## src/rtl/bv_lookup_sched.sv

```systemverilog
// Collects one partial bit vector per lookup channel, issues the aligned set to the AND stage,
// then priority-encodes the AND result into a rule index. Optional stats: `define BV_SCHED_STATS_EN.
module bv_lookup_sched #(
    parameter int BV_W        = 36,
    parameter int N_CH        = 8,
    parameter int TIMEOUT_CYC = 64,
    parameter int IDX_W       = 6
) (
    input  logic                 clk,
    input  logic                 reset,
    input  logic [N_CH-1:0]      bv_valid,
    input  logic [N_CH*BV_W-1:0] bv_data,
    output logic [N_CH-1:0]      bv_ready,
    output logic                 and_valid,
    output logic [N_CH*BV_W-1:0] and_bv,
    input  logic                 and_out_valid,
    input  logic [BV_W-1:0]      and_out,
    output logic                 match_valid,
    output logic                 match_hit,
    output logic [IDX_W-1:0]     match_idx,
    output logic                 timeout_err
`ifdef BV_SCHED_STATS_EN
    ,
    output logic [31:0]          stat_issued,
    output logic [31:0]          stat_hit,
    output logic [31:0]          stat_timeout
`endif
);

    localparam int CNT_W = $clog2(TIMEOUT_CYC + 1);
    localparam logic [CNT_W-1:0] CNT_LAST = CNT_W'(TIMEOUT_CYC - 1);

    typedef enum logic [1:0] {
        S_IDLE,
        S_COLLECT,
        S_ISSUE,
        S_WAIT
    } state_t;

    state_t            state_q, state_d;
    logic [N_CH-1:0]   loaded_q, loaded_d;
    logic [CNT_W-1:0]  cnt_q, cnt_d;
    logic [BV_W-1:0]   hold_q [N_CH];
    logic [BV_W-1:0]   hold_d [N_CH];
    logic              match_valid_q, match_valid_d;
    logic              match_hit_q, match_hit_d;
    logic [IDX_W-1:0]  match_idx_q, match_idx_d;
    logic              timeout_err_q, timeout_err_d;

    logic [N_CH-1:0]   accept;
    logic              all_in;

    // Bit 0 is the highest-priority rule; an all-zero vector encodes to 0.
    function automatic logic [IDX_W-1:0] lsb_idx(input logic [BV_W-1:0] v);
        lsb_idx = '0;
        for (int i = BV_W - 1; i >= 0; i--) begin
            if (v[i]) lsb_idx = IDX_W'(i);
        end
    endfunction

    assign bv_ready = (state_q == S_IDLE || state_q == S_COLLECT) ? ~loaded_q : '0;
    assign accept   = bv_valid & bv_ready;
    assign all_in   = &(loaded_q | accept);

    assign and_valid   = (state_q == S_ISSUE);
    assign match_valid = match_valid_q;
    assign match_hit   = match_hit_q;
    assign match_idx   = match_idx_q;
    assign timeout_err = timeout_err_q;

    for (genvar g = 0; g < N_CH; g++) begin : g_and_bv
        assign and_bv[BV_W*g +: BV_W] = hold_q[g];
    end

    always_comb begin
        state_d       = state_q;
        loaded_d      = loaded_q | accept;
        cnt_d         = cnt_q;
        match_valid_d = 1'b0;
        match_hit_d   = match_hit_q;
        match_idx_d   = match_idx_q;
        timeout_err_d = 1'b0;
        for (int i = 0; i < N_CH; i++) begin
            hold_d[i] = accept[i] ? bv_data[BV_W*i +: BV_W] : hold_q[i];
        end

        case (state_q)
            S_IDLE: begin
                if (all_in) begin
                    state_d = S_ISSUE;
                end else if (|accept) begin
                    state_d = S_COLLECT;
                    cnt_d   = '0;
                end
            end
            S_COLLECT: begin
                cnt_d = cnt_q + 1'b1;
                // A set completing on the timeout edge still issues.
                if (all_in) begin
                    state_d = S_ISSUE;
                end else if (cnt_q == CNT_LAST) begin
                    timeout_err_d = 1'b1;
                    loaded_d      = '0;
                    state_d       = S_IDLE;
                end
            end
            S_ISSUE: begin
                loaded_d = '0;
                state_d  = S_WAIT;
            end
            S_WAIT: begin
                if (and_out_valid) begin
                    match_valid_d = 1'b1;
                    match_hit_d   = |and_out;
                    match_idx_d   = lsb_idx(and_out);
                    state_d       = S_IDLE;
                end
            end
            default: state_d = S_IDLE;
        endcase
    end

    always_ff @(posedge clk or negedge reset) begin
        if (!reset) begin
            state_q       <= S_IDLE;
            loaded_q      <= '0;
            cnt_q         <= '0;
            match_valid_q <= 1'b0;
            match_hit_q   <= 1'b0;
            match_idx_q   <= '0;
            timeout_err_q <= 1'b0;
            for (int i = 0; i < N_CH; i++) hold_q[i] <= '0;
        end else begin
            state_q       <= state_d;
            loaded_q      <= loaded_d;
            cnt_q         <= cnt_d;
            match_valid_q <= match_valid_d;
            match_hit_q   <= match_hit_d;
            match_idx_q   <= match_idx_d;
            timeout_err_q <= timeout_err_d;
            for (int i = 0; i < N_CH; i++) hold_q[i] <= hold_d[i];
        end
    end

`ifdef BV_SCHED_STATS_EN
    logic [31:0] stat_issued_q, stat_issued_d;
    logic [31:0] stat_hit_q, stat_hit_d;
    logic [31:0] stat_timeout_q, stat_timeout_d;

    always_comb begin
        stat_issued_d  = stat_issued_q + {31'd0, (state_q == S_ISSUE)};
        stat_hit_d     = stat_hit_q + {31'd0, (match_valid_q && match_hit_q)};
        stat_timeout_d = stat_timeout_q + {31'd0, timeout_err_q};
    end

    always_ff @(posedge clk or negedge reset) begin
        if (!reset) begin
            stat_issued_q  <= '0;
            stat_hit_q     <= '0;
            stat_timeout_q <= '0;
        end else begin
            stat_issued_q  <= stat_issued_d;
            stat_hit_q     <= stat_hit_d;
            stat_timeout_q <= stat_timeout_d;
        end
    end

    assign stat_issued  = stat_issued_q;
    assign stat_hit     = stat_hit_q;
    assign stat_timeout = stat_timeout_q;
`endif

endmodule
```

## config.mk

```make
export PLATFORM = sky130hd
export DESIGN_NAME = bv_lookup_sched
export DESIGN_NICKNAME = d
export VERILOG_FILES = /design/src/rtl/bv_lookup_sched.sv
export SDC_FILE = /design/constraint.sdc
export NUM_CORES = 1
export LEC_CHECK = 0
export BUFFER_PORTS_ARGS = -buffer_cell sky130_fd_sc_hd__buf_2
export CORE_AREA = 4 4 244 246
export CTS_CLUSTER_DIAMETER = 200
export DETAILED_ROUTE_END_ITERATION = 7
export DIE_AREA = 0 0 248 250
export MAX_ROUTING_LAYER = met4
export PLACE_DENSITY = 0.41
export SYNTH_ARGS = -nofsm -noshare
export SYNTH_HDL_FRONTEND = slang
export SYNTH_SLANG_ARGS = --single-unit
```

## constraint.sdc

```tcl
create_clock -name clk -period 2.51 [get_ports clk]
set_input_delay 0.1255 -clock clk [delete_from_list [all_inputs] [get_ports clk]]
set_output_delay 0.1255 -clock clk [all_outputs]
set_load 0.005 [all_outputs]
```

==> impl_metrics.env, run 1 <==
export IMPL_die_y_microns=250
export IMPL_slew_viol_final=0
export IMPL_layout_commonest_cell="buf_2"
export IMPL_p_leak_nw=10.0
export IMPL_initial_core_util_pct=21.6
export IMPL_endpoint="match_hit$_DFFE_PN0P_"
export IMPL_area_growth_pct=70.3
export IMPL_dp_hpwl_mm=34.6
export IMPL_post_cts_buffers=0
export IMPL_cp_depth=8
export IMPL_firstDrtPassIters=4
export IMPL_gp_congestion=0.826
export IMPL_clkTransAtPathRegs_ns=0.05
export IMPL_io_pins=641
export IMPL_fillers=5730
export IMPL_multi_input_area_sq_mm=0.00433
export IMPL_p_sw_mw=7.73
export IMPL_crit_chain="dlygate4sd3_1 > buf_2 > nor2_1 > dlygate4sd3_1 > nand4_1 > nor3_1 > a31oi_1 > dlygate4sd3_1"
export IMPL_synthArstFlopShare_pct=100
export IMPL_slowest_stage="dlygate4sd3_1"
export IMPL_avgSynthCellArea_sq_um=15.1
export IMPL_path_class="in2reg"
export IMPL_fin_skew_ns=0.0155
export IMPL_grt_max_degree=77
export IMPL_synth_distinct_cells=50
export IMPL_final_hold_viol_count=0
export IMPL_cp_start_kind="primary input"
export IMPL_max_vdd_ir_drop_mv=0.622
export IMPL_grt_pass1_wl_mm=70.4
export IMPL_critPathBufInv=4
export IMPL_slew_headroom_pct=55.5
export IMPL_fin_crit_sh_pct=91.2
export IMPL_crit_family="buffers and inverters"
export IMPL_whs_ns=0.0684
export IMPL_drtAntennaViolNets=0
export IMPL_setup_worst_path_start="and_out[6]"
export IMPL_core_sq_mm=0.0574
export IMPL_r2r_setup_slack_ns=0.25
export IMPL_route_vias_total=10590
export IMPL_final_cell_mix="639 x buf_2, 314 x dfrtp_1, 306 x dlygate4sd3_1, 288 x mux2_2, 40 x clkbuf_16"
export IMPL_grt_usage_pct=15.0
export IMPL_swShare_pct=32.3
export IMPL_synthFlopType="dfrtp_1"
export IMPL_gr_total_overflow=0
export IMPL_reg2regPathDepth=7
export IMPL_pwr_share_comb_pct=39.6
export IMPL_worstSkewPairLatency_ns=0.56
export IMPL_drive_gt1_share_pct=56.6
export IMPL_syn_area_sq_mm=0.0124
export IMPL_root_buffer="clkbuf_16"
export IMPL_cts_htree_levels=2
export IMPL_yosysWarnings=0
export IMPL_synth_ff_latch_count=314
export IMPL_synth_edf_count=0
export IMPL_power_density_mw_per_mm2=1130
export IMPL_fmax_mhz=437
export IMPL_pwr_share_clk_pct=23.3
export IMPL_rsz0062_at_grt="false"
export IMPL_cts_sinks=314
export IMPL_die_w_microns=248
export IMPL_final_setup_tns_ns=0
export IMPL_setup_viol_count_final=0
export IMPL_ff_latch_area_sq_mm=0.00786
export IMPL_r2r_end="match_hit$_DFFE_PN0P_"
export IMPL_dieArea_sq_mm=0.0620
export IMPL_antenna_found_initial=5
export IMPL_rows=88
export IMPL_grt_pass1_vias=11940
export IMPL_cap_viol_max_count=0
export IMPL_ys_seq_area_share_pct=63.4
export IMPL_clk_path_buf_depth=3
export IMPL_worstSetupEndpointType="flip-flop"
export IMPL_cts_tree="done"
export IMPL_cp_data_required_time_ns=2.93
export IMPL_reg2reg_from="state_q[1]$_DFFE_PN0P_"
export IMPL_status="complete, no violations"
export IMPL_numCtsBuffers=40
export IMPL_crit_path_frequent_cell="dlygate4sd3_1"
export IMPL_post_drt_wl_per_cell_microns=17.8
export IMPL_seqPwrFrac_pct=37.1
export IMPL_port_buffers=640
export IMPL_vias_per_cell=4.07
export IMPL_dr_first_iter_drc_count=260
export IMPL_finalCriticalPeriod_ns=2.29
export IMPL_tightest_slew_ns=0.668
export IMPL_worst_ep_arrival_time_ns=2.71
export IMPL_crit_fanout=3
export IMPL_internal_power_mw=16.2
export IMPL_critPathMaxStageDelay_ns=0.61
export IMPL_drc=0
export IMPL_netlist_instances=819
export IMPL_routed_wl_mm=46.3
export IMPL_min_path_type="in2reg"
export IMPL_num_nets_final=2145
export IMPL_syn_nets=1159
tightest hold or removal path, cell delays in order:
cell and delay, ns:
buf_2 0.13, nor4_1 0.07, nand4_1 0.13, o21ai_0 0.10
through the flow:
stage	cells	cell area (sq um)	total power [mW]	worst slack [ns]	utilization, %
floorplan	819	12400	13.4	0.475	-
global placement	2222	16800	18.1	0.402	29.2
detailed placement	2222	16800	18.2	0.293	29.2
CTS	2596	21100	24.5	0.261	36.8
global route	2599	21100	25.6	0.0728	36.8
finish	2600	21100	24.0	0.220	36.8
kinds of logic after synthesis:
| logic type | synth area share, % |
|---|---|
| compound gates | 4.15 |
| fa+ha+maj | 0.504 |
| buf+inv | 1.76 |
| flops | 63.4 |
| mux | 26.3 |
| simple gates | 3.93 |
registers in the layout (all words and copies together) (netlist names):
name	count
match_valid	1
match_hit	1
timeout_err	1
and_bv	288
loaded_q	8
state_q	2
cnt_q	7
match_idx	6
cell type report:
| cell class | count | area share [%] |
|---|---|---|
| Sequential cell | 314 | 37.2 |
| Timing Repair Buffer | 971 | 31.3 |
| Multi-Input combinational cell | 457 | 20.5 |
| Clock buffer | 57 | 5.47 |
| Tap cell | 765 | 4.53 |
| Clock inverter | 11 | 0.563 |
| Inverter | 21 | 0.373 |
| Antenna cell | 4 | 0.0474 |
synth_stat cells (all sizes together), types with 2 or more instances:
library cell  instances  area, sq um
mux2i                 2         20.0
a211oi                2         15.0
a22oi                 5         42.5
a22o                  2         17.5
nor3                  4         20.0
a21boi                8         60.1
dfrtp               314         7860
mux2                288         3240
a21oi                12         60.1
o21ai                11         66.3
nand3                 8         40.0
a221o                 3         30.0
nor2b                 2         12.5
o31ai                 5         37.5
nor2                 35          168
nor4                  7         58.8
and3                  3         18.8
ha                    5         62.6
inv                  21         78.8
o22ai                 5         31.3
nand4                 3         18.8
nand2                23          106
and2                  2         12.5
o41ai                 2         17.5
nand2b                2         12.5
clkbuf                2         7.51
buf                  25          131
a31oi                 3         33.8
o21a                  2         15.0
per-layer routing:
layer | track usage [%] | vias to the layer above | part of all wire (%)
li1 | - | 4910 | -
met1 | 16.7 | 5221 | 38
met2 | 26.1 | 378 | 52
met3 | 4.01 | 81 | 7.4
met4 | 4.58 | 0 | 2.9
met5 | - | - | 0
worst min-delay path by stage:
stage / slack, ns / endpoint / cells after the start / from
floorplan: -0.17 / and_bv[0]$_DFFE_PN0P_ / 0 / reset
global placement: 0.18 / and_bv[9]$_DFFE_PN0P_ / 1 / reset
detailed placement: 0.18 / and_bv[9]$_DFFE_PN0P_ / 1 / reset
CTS: 0.02 / match_idx[3]$_DFFE_PN0P_ / 4 / and_out[3]
global route: 0.09 / match_idx[3]$_DFFE_PN0P_ / 4 / and_out[3]
finish: 0.07 / match_idx[3]$_DFFE_PN0P_ / 4 / and_out[3]
timing repair:
| action | in CTS | in global routing |
|---|---|---|
| endpoints found under the hold margin | 360 | 0 |
| gates resized for setup | 0 | 0 |
| hold buffers | 306 | 0 |
power by group through the flow:
stage / sequential [mW] / clock (mW) / combinational (mW)
floorplan: 9.10 / 0 / 4.33
global placement: 8.89 / 0 / 9.21
detailed placement: 8.93 / 0 / 9.29
CTS: 8.89 / 5.87 / 9.72
global route: 9.21 / 6.05 / 10.3
finish: 8.89 / 5.59 / 9.49
Note: power is estimated with default switching activity, not from simulation.
==> inputs of run 2 (changes only) <==
Settings changed: RECOVER_POWER set to 50.
==> impl_metrics.env, run 2 (synthesis gave the netlist of run 1 again) <==
export IMPL_firstDrtPassIters=4
export IMPL_p_leak_nw=9.67
export IMPL_crit_family="buffers and inverters"
export IMPL_setup_worst_path_start="and_out[6]"
export IMPL_grt_pass1_vias=11940
export IMPL_final_cell_mix="523 x buf_2, 314 x dfrtp_1, 306 x dlygate4sd3_1, 288 x mux2_2, 127 x clkbuf_1"
export IMPL_dieArea_sq_mm=0.0620
export IMPL_worstSkewPairLatency_ns=0.56
export IMPL_io_pins=641
export IMPL_gr_total_overflow=0
export IMPL_pwr_share_comb_pct=38.9
export IMPL_reg2reg_from="state_q[1]$_DFFE_PN0P_"
export IMPL_internal_power_mw=16.0
export IMPL_grt_usage_pct=15.0
export IMPL_cts_resized=0
export IMPL_num_nets_final=2145
export IMPL_numCtsBuffers=40
export IMPL_slew_viol_final=74
export IMPL_cap_viol_max_count=1
export IMPL_drtAntennaViolNets=0
export IMPL_drc=0
export IMPL_swShare_pct=32.7
export IMPL_critPathBufInv=4
export IMPL_power_density_mw_per_mm2=1130
export IMPL_worst_ep_arrival_time_ns=2.71
export IMPL_rows=88
export IMPL_clk_path_buf_depth=3
export IMPL_area_growth_pct=68.8
export IMPL_layout_commonest_cell="buf_2"
export IMPL_root_buffer="clkbuf_16"
export IMPL_p_sw_mw=7.77
export IMPL_die_y_microns=250
export IMPL_final_setup_tns_ns=0
export IMPL_dp_hpwl_mm=34.6
export IMPL_hp_start="and_out[4]"
export IMPL_gp_congestion=0.826
export IMPL_port_buffers=640
export IMPL_post_drt_wl_per_cell_microns=17.9
export IMPL_fillers=5799
export IMPL_route_vias_total=10571
export IMPL_path_class="in2reg"
export IMPL_grt_max_degree=77
export IMPL_cp_data_required_time_ns=2.93
export IMPL_pwr_share_clk_pct=23.6
export IMPL_max_vdd_ir_drop_mv=0.580
export IMPL_crit_path_frequent_cell="dlygate4sd3_1"
export IMPL_cts_sinks=314
export IMPL_core_sq_mm=0.0574
export IMPL_largest_reg_flops=288
export IMPL_whs_ns=0.0689
export IMPL_min_path_type="in2reg"
export IMPL_pre_cts_ws_ns=0.293
export IMPL_cp_start_kind="primary input"
export IMPL_final_hold_viol_count=0
export IMPL_slowest_stage="dlygate4sd3_1"
export IMPL_crit_chain="dlygate4sd3_1 > buf_2 > nor2_1 > dlygate4sd3_1 > nand4_1 > nor3_1 > a31oi_1 > dlygate4sd3_1"
export IMPL_fin_crit_sh_pct=91.2
export IMPL_clkTransAtPathRegs_ns=0.05
export IMPL_critPathMaxStageDelay_ns=0.61
export IMPL_total_power_mw=23.8
export IMPL_finalWorstSetupSlack_ns=0.220
export IMPL_crit_fanout=3
export IMPL_die_w_microns=248
export IMPL_fin_skew_ns=0.0155
export IMPL_grt_pass1_wl_mm=70.4
export IMPL_post_cts_buffers=0
export IMPL_worstSetupEndpointType="flip-flop"
export IMPL_initial_core_util_pct=21.6
export IMPL_antenna_found_initial=5
export IMPL_rsz0062_at_grt="false"
export IMPL_drive_gt1_share_pct=50.1
export IMPL_routed_wl_mm=46.5
export IMPL_seqPwrFrac_pct=37.6
export IMPL_status="complete, but fails checks"
export IMPL_finalCriticalPeriod_ns=2.29
export IMPL_cts_htree_levels=2
export IMPL_cts_tree="done"
export IMPL_cts_hold_buf=306
export IMPL_setup_viol_count_final=0
export IMPL_dr_first_iter_drc_count=333
export IMPL_violations="capacitance limit, slew limit"
export IMPL_vias_per_cell=4.07
export IMPL_fmax_mhz=437
export IMPL_slew_headroom_pct=-32.2
export IMPL_final_util_pct=36.5
export IMPL_tightest_slew_ns=1.98
[run 2: cell types whose count changed in the layout (fill, tap and decap cells not counted), moves of 4 or more]
cell and change:
buf_4 -6, clkbuf_1 +119, buf_2 -116, clkbuf_2 +4
[run 2: per-layer routing]
layer	vias up	part of all wire (%)	GRT usage, %
met1	5206	38	16.7
met5	-	0	-
met4	0	2.9	4.58
met3	80	7.3	4.01
met2	379	52	26.1
li1	4906	-	-
[run 2: power by group through the flow]
stage               logic, mW  registers [mW]  clock network, mW
floorplan                4.33            9.10                  0
global placement         9.21            8.89                  0
detailed placement       9.29            8.93                  0
CTS                      9.72            8.89               5.87
global route             10.1            9.24               6.05
finish                   9.24            8.92               5.59
[run 2: metrics by stage]
step                      instance area, sq um  cells
after detailed placement                 16800   2222
after global routing                     20900   2599
after global placement                   16800   2222
after CTS                                21100   2596
final                                    20900   2600
after floorplan                          12400    819
[run 2: area by class of cell]
cell class	count	area [sq um]	area share, %
Clock inverter	11	119	0.568
Clock buffer	57	1150	5.52
Sequential cell	314	7860	37.5
Tap cell	765	957	4.57
Timing Repair Buffer	971	6430	30.7
Inverter	21	78.8	0.377
Multi-Input combinational cell	457	4330	20.7
Antenna cell	4	10.0	0.0478
[run 2: final timing paths]
kind,to,slack [ns],depth (start not counted)
setup / recovery,match_hit$_DFFE_PN0P_,0.22,8
hold / removal,match_idx[3]$_DFFE_PN0P_,0.07,4
setup reg to reg,match_hit$_DFFE_PN0P_,0.24,7
hold reg to reg,and_bv[284]$_DFFE_PN0P_,0.50,1
max in group asynchronous,and_bv[7]$_DFFE_PN0P_,0.52,3
min in group asynchronous,and_bv[15]$_DFFE_PN0P_,0.71,2
[run 2: worst min-delay path: stages]
cell,delay (ns)
buf_2,0.09
nor2_1,0.08
nand4_1,0.16
o21ai_0,0.10
